### src/rtl/fetch_unit.sv
// rtl/fetch_unit.sv - rv32i fetch front end: PC owner, single-outstanding imem reads, decode FIFO.
module fetch_unit #(
  parameter logic [31:0] RESET_PC   = 32'h0000_0000,
  parameter int          FIFO_DEPTH = 2
) (
  input  logic        clock,
  input  logic        reset,
  output logic        imem_req,
  output logic [31:0] imem_addr,
  input  logic        imem_ack,
  input  logic [31:0] imem_rdata,
  output logic [31:0] instruction,
  output logic [31:0] instruction_pc,
  output logic        instruction_valid,
  input  logic        decode_ready,
  input  logic        redirect_enable,
  input  logic [31:0] redirect_pc,
  output logic        misaligned_fault
);

  typedef enum logic [1:0] {S_FETCH, S_FLUSH, S_HALT} state_e;

  localparam logic [2:0] DEPTH_C  = 3'(FIFO_DEPTH);
  localparam logic [1:0] LAST_IDX = 2'(FIFO_DEPTH - 1);

  state_e      state_q, state_d;
  logic [31:0] pc_q, pc_d;
  logic [31:0] addr_q, addr_d;
  logic        req_q, req_d;
  logic [2:0]  count_q, count_d;
  logic [1:0]  rd_ptr_q, rd_ptr_d;
  logic [1:0]  wr_ptr_q, wr_ptr_d;
  logic        fault_q, fault_d;
  logic        halt_pend_q, halt_pend_d;
  logic [31:0] pc_mem_q  [0:3];
  logic [31:0] ins_mem_q [0:3];
  logic        push, pop, aligned;

  function automatic logic [1:0] ptr_inc(input logic [1:0] p);
    return (p == LAST_IDX) ? 2'd0 : p + 2'd1;
  endfunction

  assign imem_req          = req_q;
  assign imem_addr         = addr_q;
  assign instruction       = ins_mem_q[rd_ptr_q];
  assign instruction_pc    = pc_mem_q[rd_ptr_q];
  assign instruction_valid = (count_q != 3'd0);
  assign misaligned_fault  = fault_q;
  assign aligned           = (redirect_pc[1:0] == 2'b00);

  always_comb begin
    state_d     = state_q;
    pc_d        = pc_q;
    addr_d      = addr_q;
    req_d       = req_q;
    count_d     = count_q;
    rd_ptr_d    = rd_ptr_q;
    wr_ptr_d    = wr_ptr_q;
    fault_d     = fault_q;
    halt_pend_d = halt_pend_q;
    push        = 1'b0;
    pop         = 1'b0;
    case (state_q)
      S_FETCH: begin
        if (redirect_enable) begin
          // Redirect beats push/pop; a coinciding ack is dropped with the flush.
          count_d  = 3'd0;
          rd_ptr_d = 2'd0;
          wr_ptr_d = 2'd0;
          if (aligned) begin
            pc_d = redirect_pc;
            if (req_q && !imem_ack) begin
              state_d = S_FLUSH;
            end else begin
              req_d  = 1'b1;
              addr_d = redirect_pc;
            end
          end else begin
            fault_d = 1'b1;
            if (req_q && !imem_ack) begin
              state_d     = S_FLUSH;
              halt_pend_d = 1'b1;
            end else begin
              state_d = S_HALT;
              req_d   = 1'b0;
            end
          end
        end else begin
          push    = req_q & imem_ack;
          pop     = instruction_valid & decode_ready;
          count_d = count_q + {2'b00, push} - {2'b00, pop};
          if (push) begin
            wr_ptr_d = ptr_inc(wr_ptr_q);
            pc_d     = pc_q + 32'd4;
          end
          if (pop) begin
            rd_ptr_d = ptr_inc(rd_ptr_q);
          end
          // Address and request only move once the current request is acked.
          if (!req_q || imem_ack) begin
            req_d  = (count_d < DEPTH_C);
            addr_d = pc_d;
          end
        end
      end
      S_FLUSH: begin
        if (redirect_enable && !halt_pend_q) begin
          if (aligned) begin
            pc_d = redirect_pc;
          end else begin
            fault_d     = 1'b1;
            halt_pend_d = 1'b1;
          end
        end
        if (imem_ack) begin
          if (halt_pend_d) begin
            state_d = S_HALT;
            req_d   = 1'b0;
          end else begin
            state_d = S_FETCH;
            req_d   = 1'b1;
            addr_d  = pc_d;
          end
        end
      end
      S_HALT: begin
        req_d = 1'b0;
      end
      default: begin
        state_d = S_HALT;
        req_d   = 1'b0;
      end
    endcase
  end

  always_ff @(posedge clock) begin
    if (reset) begin
      state_q     <= S_FETCH;
      pc_q        <= RESET_PC;
      addr_q      <= RESET_PC;
      req_q       <= 1'b0;
      count_q     <= 3'd0;
      rd_ptr_q    <= 2'd0;
      wr_ptr_q    <= 2'd0;
      fault_q     <= 1'b0;
      halt_pend_q <= 1'b0;
      for (int i = 0; i < 4; i++) begin
        pc_mem_q[i]  <= 32'd0;
        ins_mem_q[i] <= 32'd0;
      end
    end else begin
      state_q     <= state_d;
      pc_q        <= pc_d;
      addr_q      <= addr_d;
      req_q       <= req_d;
      count_q     <= count_d;
      rd_ptr_q    <= rd_ptr_d;
      wr_ptr_q    <= wr_ptr_d;
      fault_q     <= fault_d;
      halt_pend_q <= halt_pend_d;
      if (push) begin
        pc_mem_q[wr_ptr_q]  <= addr_q;
        ins_mem_q[wr_ptr_q] <= imem_rdata;
      end
    end
  end

endmodule

### config.mk
export PLATFORM = sky130hd
export DESIGN_NAME = fetch_unit
export DESIGN_NICKNAME = d
export VERILOG_FILES = /design/src/rtl/fetch_unit.sv
export SDC_FILE = /design/constraint.sdc
export NUM_CORES = 1
export LEC_CHECK = 0
export BUFFER_PORTS_ARGS = -buffer_cell sky130_fd_sc_hd__buf_2
export CORE_MARGIN = 4
export CORE_UTILIZATION = 54
export CTS_BUF_LIST = sky130_fd_sc_hd__clkbuf_16
export DETAILED_ROUTE_END_ITERATION = 6
export PLACE_DENSITY_LB_ADDON = 0.1
export REMOVE_ABC_BUFFERS = 1
export SLEW_MARGIN = 10
export SYNTH_ARGS = -nofsm -noshare
export SYNTH_HDL_FRONTEND = slang
export SYNTH_SLANG_ARGS = --single-unit
### constraint.sdc
create_clock -name clock -period 4.7 [get_ports clock]
set_input_delay 0.47 -clock clock [delete_from_list [all_inputs] [get_ports clock]]
set_output_delay 0.47 -clock clock [all_outputs]
set_load 0.05 [all_outputs]
==> results of run 1 <==
==> worst max-delay path: stages, from the launching register on <==
cell and delay [ns]:
dfxtp_4 0.78, buf_4 0.51, mux4_2 0.58, buf_2 0.23
==> metal layers <==
layer	routed length (microns)	up-vias
li1	-	5183
met1	17600	5541
met2	20000	543
met3	3370	107
met4	1650	0
met5	0	-
==> power by group <==
group / internal (uW) / switching (uW) / leakage, uW / total, uW
logic: 240 / 572 / 0.00300 / 812
registers: 3320 / 127 / 0.00323 / 3450
clock network: 1450 / 1120 / 0.000588 / 2560
==> cell usage after synthesis, drive strengths merged (7+ instances only) <==
| master | instances | area share (%) |
|---|---|---|
| a211oi | 29 | 1.4 |
| a21oi | 48 | 1.5 |
| a221oi | 25 | 1.4 |
| a22oi | 14 | 0.65 |
| a311oi | 8 | 0.43 |
| a31oi | 7 | 0.27 |
| and2 | 258 | 10 |
| buf | 21 | 0.63 |
| clkbuf | 90 | 2.5 |
| dfxtp | 78 | 9.6 |
| edfxtp | 256 | 47 |
| inv | 22 | 0.51 |
| mux2i | 8 | 0.49 |
| mux4 | 64 | 8.9 |
| nand2 | 42 | 0.97 |
| nand2b | 8 | 0.31 |
| nand3 | 23 | 0.74 |
| nand4 | 14 | 0.75 |
| nor2 | 75 | 1.7 |
| nor3 | 30 | 1.0 |
| nor3b | 8 | 0.37 |
| nor4 | 19 | 0.83 |
| o21ai | 28 | 0.87 |
| o22ai | 8 | 0.31 |
| or4 | 8 | 0.41 |
==> path summary, 6_finish.rpt <==
path	startpoint	to	slack (ns)	cells after the start
worst max-delay path	flip-flop	instruction_pc[21]	1.59	3
worst min-delay path	imem_rdata[0]	ins_mem_q[0][0]	0.26	2
worst max register to register	state_q[0]	imem_addr[3]	1.70	5
worst min register to register	rd_ptr_q[1]	flip-flop	0.47	1
==> through the flow <==
stage | setup WS [ns] | setup TNS, ns | hold WS (ns)
after floorplan | -1.57 | -145.69 | 0.451
after global placement | 1.69 | 0 | 0.460
after detailed placement | 1.80 | 0 | 0.460
after CTS | 1.46 | 0 | 0.242
after global routing | 1.38 | 0 | 0.255
final | 1.59 | 0 | 0.257
==> area by class of cell <==
class / count / area, sq um / area share (%)
antenna: 2 / 5.00 / 0.0272
clock buffer: 36 / 901 / 4.90
clock inverter: 29 / 156 / 0.850
inverter: 23 / 86.3 / 0.469
multi-input combinational: 836 / 6420 / 34.9
sequential: 334 / 9260 / 50.3
tap: 390 / 488 / 2.65
timing repair buffer: 196 / 1090 / 5.93
==> cells by family (layout without fill, tap and decap cells) <==
| group | count (synthesis) | count (layout) | synth area share, % |
|---|---|---|---|
| AND/OR/NAND/NOR | 520 | 520 | 18.7 |
| XOR/XNOR | 9 | 9 | 0.487 |
| flip-flops | 334 | 334 | 57.1 |
| AO/OA/AOI/OAI | 229 | 229 | 10.1 |
| other | 0 | 2 | 0 |
| buffers and inverters | 134 | 284 | 3.69 |
| adder cells (fa/ha/maj) | 4 | 4 | 0.355 |
| multiplexers | 74 | 74 | 9.53 |
==> registers in the layout, indices dropped and copies added (netlist names), named ones only <==
register / flops
imem_req: 1
count_q: 3
wr_ptr_q: 2
state_q: 2
imem_addr: 32
rd_ptr_q: 2
pc_q: 32
pc_mem_q: 128
halt_pend_q: 1
misaligned_fault: 1
ins_mem_q: 128
==> metrics.csv, run 1 <==
stage,metric,value,unit
logic_synthesis,ys_warn_count,0,
clock_network,clockBufferDepth,3,
drt,vias,11400,
clock_network,cts-htree-levels,2,
timing,worst_slew_pin_slew,1.05,ns
layout,nets,1500,
drt,final_antenna_net_count,0,
clock_network,cts_hold_buf,0,
layout,fillers,2400,
placement,gp_congestion,0.963,
layout,area_growth,13.6,%
logic_synthesis,synthArstFlopShare,0,%
logic_synthesis,synth_area_per_cell,12.4,sq um
logic_synthesis,synthCells,1304,
timing,skew,0.0186,ns
placement,numPortBuffers,167,
timing,slew_violations,0,
drt,wl_per_cell,23.1,microns
grt,track_usage,25.7,%
pwr,leakagePower,0.00683,uW
placement,place_area,17300,sq um
timing,hold_viol_final,0,
clock_network,clkTransAtPathRegs,0.06,ns
grt,grt_pass1_wl,67.1,mm
grt,grtUsageMet3,4.61,%
logic_synthesis,synth-edff-count,256,
clock_network,clk_latency,0.52,ns
grt,antenna_found_initial,2,
grt,busiest_layer,met2,
pwr,p_total,6820,uW
pwr,power.density,371,nW/um^2
grt,first_global_vias,11600,
logic_synthesis,ys.flop_type,edfxtp_1,
clock_network,clock-sinks,334,
worst_setup_path,cp_data_arrival_time,2.64,ns
job,drv_cap,0,
die,die_w,181,microns
drt,detailedRoute.firstPassIterationCount,7,
logic_synthesis,syn-cell-area,16200,sq um
worst_setup_path,critPathKind,flip-flop to output pin,
die,fp.dieArea,32800,sq um
timing,finalSetupViolations,0,
layout,design_area,18400,sq um
placement,dp_hpwl,26.1,mm
worst_setup_path,critPathCaptureType,output pin,
clock_network,clock-root-buffer,clkbuf_16,
drt,via_per_inst,6.16,
worst_setup_path,start_kind,flip-flop,
logic_synthesis,synth.distinct_cells,84,
logic_synthesis,ys_ff_latch,334,
timing,fin_crit_sh,66.2,%
grt,grt_util_met2,41.3,%
drt,drt_iter0_drc,1323,
grt,grt-ovfl-total,0,
clock_network,cts_tree,done,
die,die_height,181,microns
logic_synthesis,ys_seq_area_share,57.1,%
outcome,violations,design-rule violations,
layout,final_cell_mix,"and2_1, edfxtp_1, buf_2",
outcome,status,"complete, but fails checks",
timing,maxSlewHeadroom,30.2,%
grt,grt_max_degree,68,
die,start_util,54.7,%
grt,grt_use_met1,35.5,%
layout,final_util,62.1,%
drt,wirelength,42.6,mm
timing,fmax,0.322,GHz
pwr,ir_drop,0.202,mV
drt,remaining_drc_errors,3,
timing,rsz0062_at_grt,no,
clock_network,cts_setup_buffers,0,
timing,period_needed,3.11,ns
layout,layout_commonest_cell,and2_1,
worst_setup_path,critPathRequiredTime,4.23,ns
worst_hold_path,hold_class,input port to flip-flop,
worst_setup_path,worstPathMaxFanout,31,
layout,fin_cells,1846,
layout,drive_gt1_share,23.3,%
clock_network,numCtsBuffers,36,
clock_network,ctsResizeCount,0,
die,rows,63,
placement,place_inst,1779,
die,core_area,29600,sq um
die,io_pins,168,
Power figures use the tool's default switching activity.
==> run 2: changes to the inputs <==
==> constraint.sdc (replaced) <==
create_clock -name clock -period 2.5 [get_ports clock]
set_input_delay 0.25 -clock clock [delete_from_list [all_inputs] [get_ports clock]]
set_output_delay 0.25 -clock clock [all_outputs]
set_load 0.05 [all_outputs]
==> metrics.csv, run 2 (synthesis gave the netlist of run 1 again) <==
stage,metric,value,unit,change
clock_network,clock-root-buffer,clkbuf_16,,unchanged
layout,layout_commonest_cell,and2_1,,unchanged
timing,hold_viol_final,0,,unchanged
clock_network,numCtsBuffers,36,,unchanged
layout,fillers,2354,,was 2400
pwr,p_sw,3480,uW,was 1820 uW
pwr,p_seq_share,50.0,%,was 50.5%
worst_setup_path,cp_data_arrival_time,2.81,ns,was 2.64 ns
timing,fmax,0.414,GHz,
pwr,p_comb_share,13.2,%,was 11.9%
worst_setup_path,crit_chain,or3_4 -> and2_4 -> ha_4 -> inv_2 -> ha_4 -> inv_2 -> fa_2 -> xor2_2 -> xnor2_1 -> a31oi_1 -> o21ai_1,,was buf_4 -> mux4_2 -> buf_2
worst_setup_path,critPathKind,flip-flop to flip-flop,,was flip-flop to output pin
layout,multiInputGateArea,6440,sq um,was 6420 sq um
worst_setup_path,slowest_stage,fa_2,,was dfxtp_4
timing,slew_violations,0,,unchanged
timing,period_needed,2.41,ns,
placement,place_inst,1868,,was 1779
job,drv_cap,0,,unchanged
layout,area_growth,19.6,%,was 13.6%
grt,grt_max_degree,86,,was 68
grt,grt_util_met2,43.9,%,was 41.3%
outcome,status,"complete, no violations",,"was complete, but fails checks"
pwr,p_sw_share,26.9,%,was 26.7%
placement,dp_hpwl,29.7,mm,was 26.1 mm
worst_setup_path,critPathRequiredTime,2.89,ns,was 4.23 ns
clock_network,clockBufferDepth,3,,unchanged
layout,reg_top3,"ins_mem_q (128), pc_mem_q (128)",,unchanged
pwr,p_total,12900,uW,was 6820 uW
worst_setup_path,reg2reg_depth,11,,was 5
layout,nets,1599,,was 1500
drt,detailedRoute.firstPassIterationCount,6,,was 7
grt,grt-ovfl-total,0,,unchanged
grt,grt_pass1_wl,68.9,mm,was 67.1 mm
worst_setup_path,critPathCaptureType,flip-flop,,was output pin
grt,first_global_vias,11900,,was 11600
drt,wl_per_cell,22.7,microns,was 23.1 microns
clock_network,cts_hold_buf,0,,unchanged
timing,rsz0062_at_grt,yes,,was no
drt,drt_iter0_drc,1133,,was 1323
worst_setup_path,slowest_delay,0.40,ns,was 0.78 ns
drt,via_per_inst,6.07,,was 6.16
layout,regArea,9260,sq um,about the same
timing,maxSlewHeadroom,46.3,%,was 30.2%
placement,gp_congestion,0.954,,was 0.963
die,core_area,29600,sq um,unchanged
pwr,leakagePower,0.00733,uW,was 0.00683 uW
placement,numPortBuffers,167,,unchanged
grt,busiest_layer,met2,,unchanged
die,die_w,181,microns,unchanged
worst_setup_path,worstPathMaxFanout,3,,was 31
pwr,ir_drop,0.541,mV,was 0.202 mV
grt,antenna_found_initial,1,,was 2
pwr,p_int,9430,uW,was 5010 uW
layout,drive_gt1_share,29.1,%,was 23.3%
grt,track_usage,26.6,%,was 25.7%
worst_setup_path,start_kind,flip-flop,,unchanged
timing,skew,0.0134,ns,was 0.0186 ns
die,fp.dieArea,32800,sq um,unchanged
drt,final_antenna_net_count,0,,unchanged
timing,hold_ws,0.0418,ns,was 0.257 ns
die,die_height,181,microns,unchanged
drt,vias,11800,,was 11400
drt,remaining_drc_errors,0,,was 3
grt,grt_use_met1,37.5,%,was 35.5%
clock_network,cts-htree-levels,2,,unchanged
pwr,clockPowerShare,36.8,%,was 37.6%
clock_network,clock-sinks,334,,unchanged
timing,fin_crit_sh,96.5,%,
worst_hold_path,min_path_cells,2,,unchanged
grt,grtUsageMet3,4.11,%,was 4.61%
die,io_pins,168,,unchanged
die,start_util,54.7,%,unchanged
die,rows,63,,unchanged
layout,fin_cells,1942,,was 1846
clock_network,clkTransAtPathRegs,0.06,ns,about the same
drt,wirelength,44.1,mm,was 42.6 mm
layout,final_cell_mix,"and2_1, edfxtp_1, buf_2",,unchanged
timing,finalSetupViolations,0,,unchanged
clock_network,cts_tree,done,,unchanged
worst_hold_path,hold_class,input port to flip-flop,,unchanged
clock_network,clk_latency,0.51,ns,was 0.52 ns
timing,worst_slew_pin_slew,0.802,ns,was 1.05 ns
pwr,power.density,666,nW/um^2,was 371 nW/um^2
-- run 2: cell count changes in the layout (fill, tap and decap cells not counted), moves of 2 or more --
| cell | previous run | this run |
|---|---|---|
| inv_2 | 1 | 3 |
| clkinv_2 | 3 | 5 |
| inv_1 | 40 | 27 |
| ha_1 | 3 | 1 |
| ha_4 | 0 | 2 |
| buf_4 | 26 | 108 |
| clkinv_1 | 5 | 8 |
| dfxtp_1 | 76 | 74 |
| clkinvlp_4 | 0 | 4 |
| buf_12 | 3 | 20 |
-- run 2: timing repair --
action | 4_1_cts | 5_1_grt
buffers inserted | 0 | 10
resized for setup | 0 | 13
endpoints found under the setup margin | 0 | 7
-- run 2: layout make-up --
type                    count  share of cell area, %
diodes                      1                 0.0129
clock buffers              36                   4.65
clock inverters            27                  0.749
inverters                  23                  0.446
multi-input cells         836                   33.3
flip-flops and latches    334                   47.8
well taps                 390                   2.52
repair buffers            295                   10.6
-- run 2: worst max-delay path: cells and delay by family (launching register included) --
family	cells	cell delay, ns
compound gates	2	0.26
xor+xnor	2	0.33
fa+ha+maj	3	0.73
buf+inv	2	0.09
flops	1	0.35
simple gates	2	0.55
-- run 2: power by group through the flow --
stage	sequential, uW	clock, uW	combinational, uW
global placement	6550	0	1670
global route	6490	5090	1820
floorplan	6750	0	782
CTS	6450	4830	1690
finish	6450	4760	1700
detailed placement	6570	0	1680
-- run 2: routing by layer --
metal,wire length [microns],vias to the layer above
li1,-,5383
met1,18500,5878
met2,21600,452
met3,3000,73
met4,941,0
met5,0,-
-- run 2: worst paths after layout --
check           startpoint         endpoint  slack, ns
max             count_q[0]         imem_req       0.09
min          imem_rdata[2]  ins_mem_q[0][2]       0.04
max reg2reg     count_q[0]         imem_req       0.09
min reg2reg    rd_ptr_q[1]        flip-flop       0.46
-- run 2: stage by stage --
stage | area, sq um | setup slack [ns] | utilization, % | TNS (ns)
after floorplan | 15700 | -3.77 | - | -924.30
after global placement | 18200 | 0.0771 | 61.4 | 0
after detailed placement | 18200 | 0.0324 | 61.4 | 0
after CTS | 19300 | 0.00831 | 65.0 | 0
after global routing | 19400 | -0.0234 | 65.4 | -0.0234
final | 19400 | 0.0866 | 65.4 | 0
==> run 3: changes to the inputs <==
--- a/config.mk
+++ b/config.mk
@@ -7,8 +7,8 @@
 export LEC_CHECK = 0
 export BUFFER_PORTS_ARGS = -buffer_cell sky130_fd_sc_hd__buf_2
 export CORE_MARGIN = 4
-export CORE_UTILIZATION = 54
-export CTS_BUF_LIST = sky130_fd_sc_hd__clkbuf_16
+export CORE_UTILIZATION = 55
+export CTS_BUF_LIST = sky130_fd_sc_hd__clkbuf_8
 export DETAILED_ROUTE_END_ITERATION = 6
 export PLACE_DENSITY_LB_ADDON = 0.1
 export REMOVE_ABC_BUFFERS = 1
==> metrics.csv, run 3 (synthesis gave the netlist of run 1 again) <==
stage,metric,value,unit,change
layout,drive_gt1_share,27.9,%,was 29.1%
worst_setup_path,ff2ff_setup_slack,0.06,ns,was 0.09 ns
pwr,p_comb_share,14.4,%,was 13.2%
timing,hold_viol_final,0,,unchanged
pwr,clockPowerShare,33.1,%,was 36.8%
worst_setup_path,reg2reg_depth,11,,unchanged
die,start_util,56.1,%,was 54.7%
clock_network,clock-sinks,334,,unchanged
pwr,p_total,12300,uW,was 12900 uW
placement,place_area,18200,sq um,about the same
clock_network,cts-htree-levels,2,,unchanged
pwr,p_sw,3460,uW,was 3480 uW
layout,insertedDiodeCount,0,,was 1
worst_hold_path,hold_class,input port to flip-flop,,unchanged
worst_setup_path,cpLargestDelayFamily,adder cells,,unchanged
drt,wl_per_cell,22.3,microns,was 22.7 microns
drt,vias,12200,,was 11800
placement,numPortBuffers,167,,unchanged
clock_network,clockBufferDepth,3,,unchanged
pwr,power.density,627,nW/um^2,was 666 nW/um^2
grt,grt-ovfl-total,0,,unchanged
drt,final_antenna_net_count,0,,unchanged
drt,remaining_drc_errors,0,,unchanged
timing,finalSetupViolations,0,,unchanged
pwr,ir_drop,0.405,mV,was 0.541 mV
worst_setup_path,timing.critical_path.buf_inv,2,,unchanged
grt,grt_max_degree,65,,was 86
timing,period_needed,2.44,ns,was 2.41 ns
layout,fillers,2202,,was 2354
worst_setup_path,cp_common_cell,inv_2,,
timing,maxSlewHeadroom,49.8,%,was 46.3%
placement,place_inst,1861,,was 1868
job,drv_cap,0,,unchanged
outcome,status,"complete, no violations",,unchanged
worst_setup_path,worstPathMaxFanout,3,,unchanged
die,die_w,180,microns,was 181 microns
grt,track_usage,27.3,%,was 26.6%
clock_network,clock-root-buffer,clkbuf_8,,was clkbuf_16
timing,slew_violations,0,,unchanged
layout,reg_top3,"ins_mem_q (128), pc_mem_q (128)",,unchanged
die,io_pins,168,,unchanged
drt,drt_iter0_drc,1236,,was 1133
worst_setup_path,critPathRequiredTime,2.97,ns,was 2.89 ns
clock_network,cts_tree,done,,unchanged
pwr,p_seq_share,52.4,%,was 50.0%
worst_setup_path,start_kind,flip-flop,,unchanged
clock_network,clkTransAtPathRegs,0.06,ns,about the same
grt,grt_pass1_wl,70.5,mm,was 68.9 mm
layout,layout_commonest_cell,and2_1,,unchanged
die,core_area,28900,sq um,was 29600 sq um
worst_setup_path,slowest_stage,fa_2,,unchanged
drt,wirelength,44.6,mm,was 44.1 mm
drt,detailedRoute.firstPassIterationCount,5,,was 6
die,fp.dieArea,32300,sq um,was 32800 sq um
worst_setup_path,crit_chain,or3_4 -> and2_4 -> ha_4 -> inv_2 -> ha_2 -> inv_2 -> fa_2 -> xor2_2 -> xnor2_1 -> a31oi_1 -> o21ai_1,,was or3_4 -> and2_4 -> ha_4 -> inv_2 -> ha_4 -> inv_2 -> fa_2 -> xor2_2 -> xnor2_1 -> a31oi_1 -> o21ai_1
worst_setup_path,critPathCaptureType,flip-flop,,unchanged
layout,final_cell_mix,"and2_1, edfxtp_1, buf_2",,unchanged
layout,fin_cells,2003,,was 1942
die,rows,62,,was 63
timing,worst_slew_pin_slew,0.750,ns,was 0.802 ns
pwr,p_sw_share,28.1,%,was 26.9%
grt,first_global_vias,12200,,was 11900
layout,design_area,19600,sq um,was 19400 sq um
timing,fmax,0.410,GHz,was 0.414 GHz
drt,via_per_inst,6.07,,about the same
layout,area_growth,20.9,%,was 19.6%
layout,final_util,67.9,%,was 65.4%
timing,timing.setup.tns,0,ns,unchanged
pwr,p_int,8830,uW,was 9430 uW
grt,antenna_found_initial,1,,unchanged
die,die_height,180,microns,was 181 microns
timing,fin_crit_sh,97.7,%,was 96.5%
worst_setup_path,cp.depth,11,,unchanged
timing,skew,0.0333,ns,was 0.0134 ns
worst_setup_path,cp_data_arrival_time,2.92,ns,was 2.81 ns
clock_network,clk_latency,0.59,ns,was 0.51 ns
placement,gp_congestion,1.00,,was 0.954
pwr,leakagePower,0.00753,uW,was 0.00733 uW
worst_setup_path,slowest_delay,0.41,ns,was 0.40 ns
placement,dp_hpwl,30.0,mm,was 29.7 mm
layout,nets,1648,,was 1599
clock_network,numCtsBuffers,52,,was 36
worst_hold_path,min_path_cells,3,,was 2
worst_setup_path,critPathKind,flip-flop to flip-flop,,unchanged
[run 3: cell count changes in the layout (fill, tap and decap cells not counted), moves of 2 or more]
| cell | previous run | this run |
|---|---|---|
| clkbuf_8 | 0 | 53 |
| dlygate4sd3_1 | 0 | 43 |
| clkbuf_16 | 36 | 0 |
| inv_1 | 27 | 54 |
| buf_4 | 108 | 98 |
| clkinvlp_4 | 4 | 0 |
| clkinv_1 | 8 | 6 |
| clkinv_2 | 5 | 3 |
| inv_6 | 2 | 0 |
| inv_8 | 0 | 2 |
[run 3: cell type report]
class,instances,area (sq um),area share (%)
flip-flops and latches,334,9260,47.3
multi-input cells,836,6430,32.9
repair buffers,328,2410,12.3
clock buffers,53,729,3.72
well taps,384,480,2.45
clock inverters,45,188,0.958
inverters,23,86.3,0.441
[run 3: repair_timing]
action / 4_1_cts / 5_1_grt
gates resized for setup: 2 / 11
setup buffers: 1 / 0
pin swaps: 0 / 8
endpoints found under the setup margin: 30 / 2
hold buffers: 43 / 0
endpoints found under the hold margin: 137 / 0
cloned: 0 / 0
[run 3: worst min-delay path, stage by stage]
cell      delay (ns)
buf_2           0.12
a21oi_1         0.12
a211oi_1        0.08
[run 3: through the flow]
stage	setup slack (ns)	hold slack, ns
after floorplan	-3.77	0.319
after global placement	0.0957	0.450
after detailed placement	0.00797	0.459
after CTS	0.0462	0.00125
after global routing	-0.00547	0.00922
final	0.0583	0.0290
[run 3: path summary, 6_finish.rpt]
check	end	from
worst min register to register	flip-flop	rd_ptr_q[1]
worst min-delay path	imem_addr[6]	redirect_pc[6]
worst max-delay path	imem_req	count_q[1]
worst max register to register	imem_req	count_q[1]
[run 3: routing by layer]
| metal | GRT usage [%] | part of all wire, % |
|---|---|---|
| met3 | 4.81 | 8.0 |
| met2 | 44.3 | 48 |
| met4 | 7.28 | 2.3 |
| met5 | 0 | 0 |
| met1 | 38.5 | 42 |
[run 3: power groups by stage]
stage | Clock, uW | Combinational [uW] | Sequential, uW
floorplan | 0 | 782 | 6750
global placement | 0 | 1680 | 6540
detailed placement | 0 | 1700 | 6560
CTS | 4150 | 1760 | 6440
global route | 4440 | 1890 | 6480
finish | 4070 | 1770 | 6440
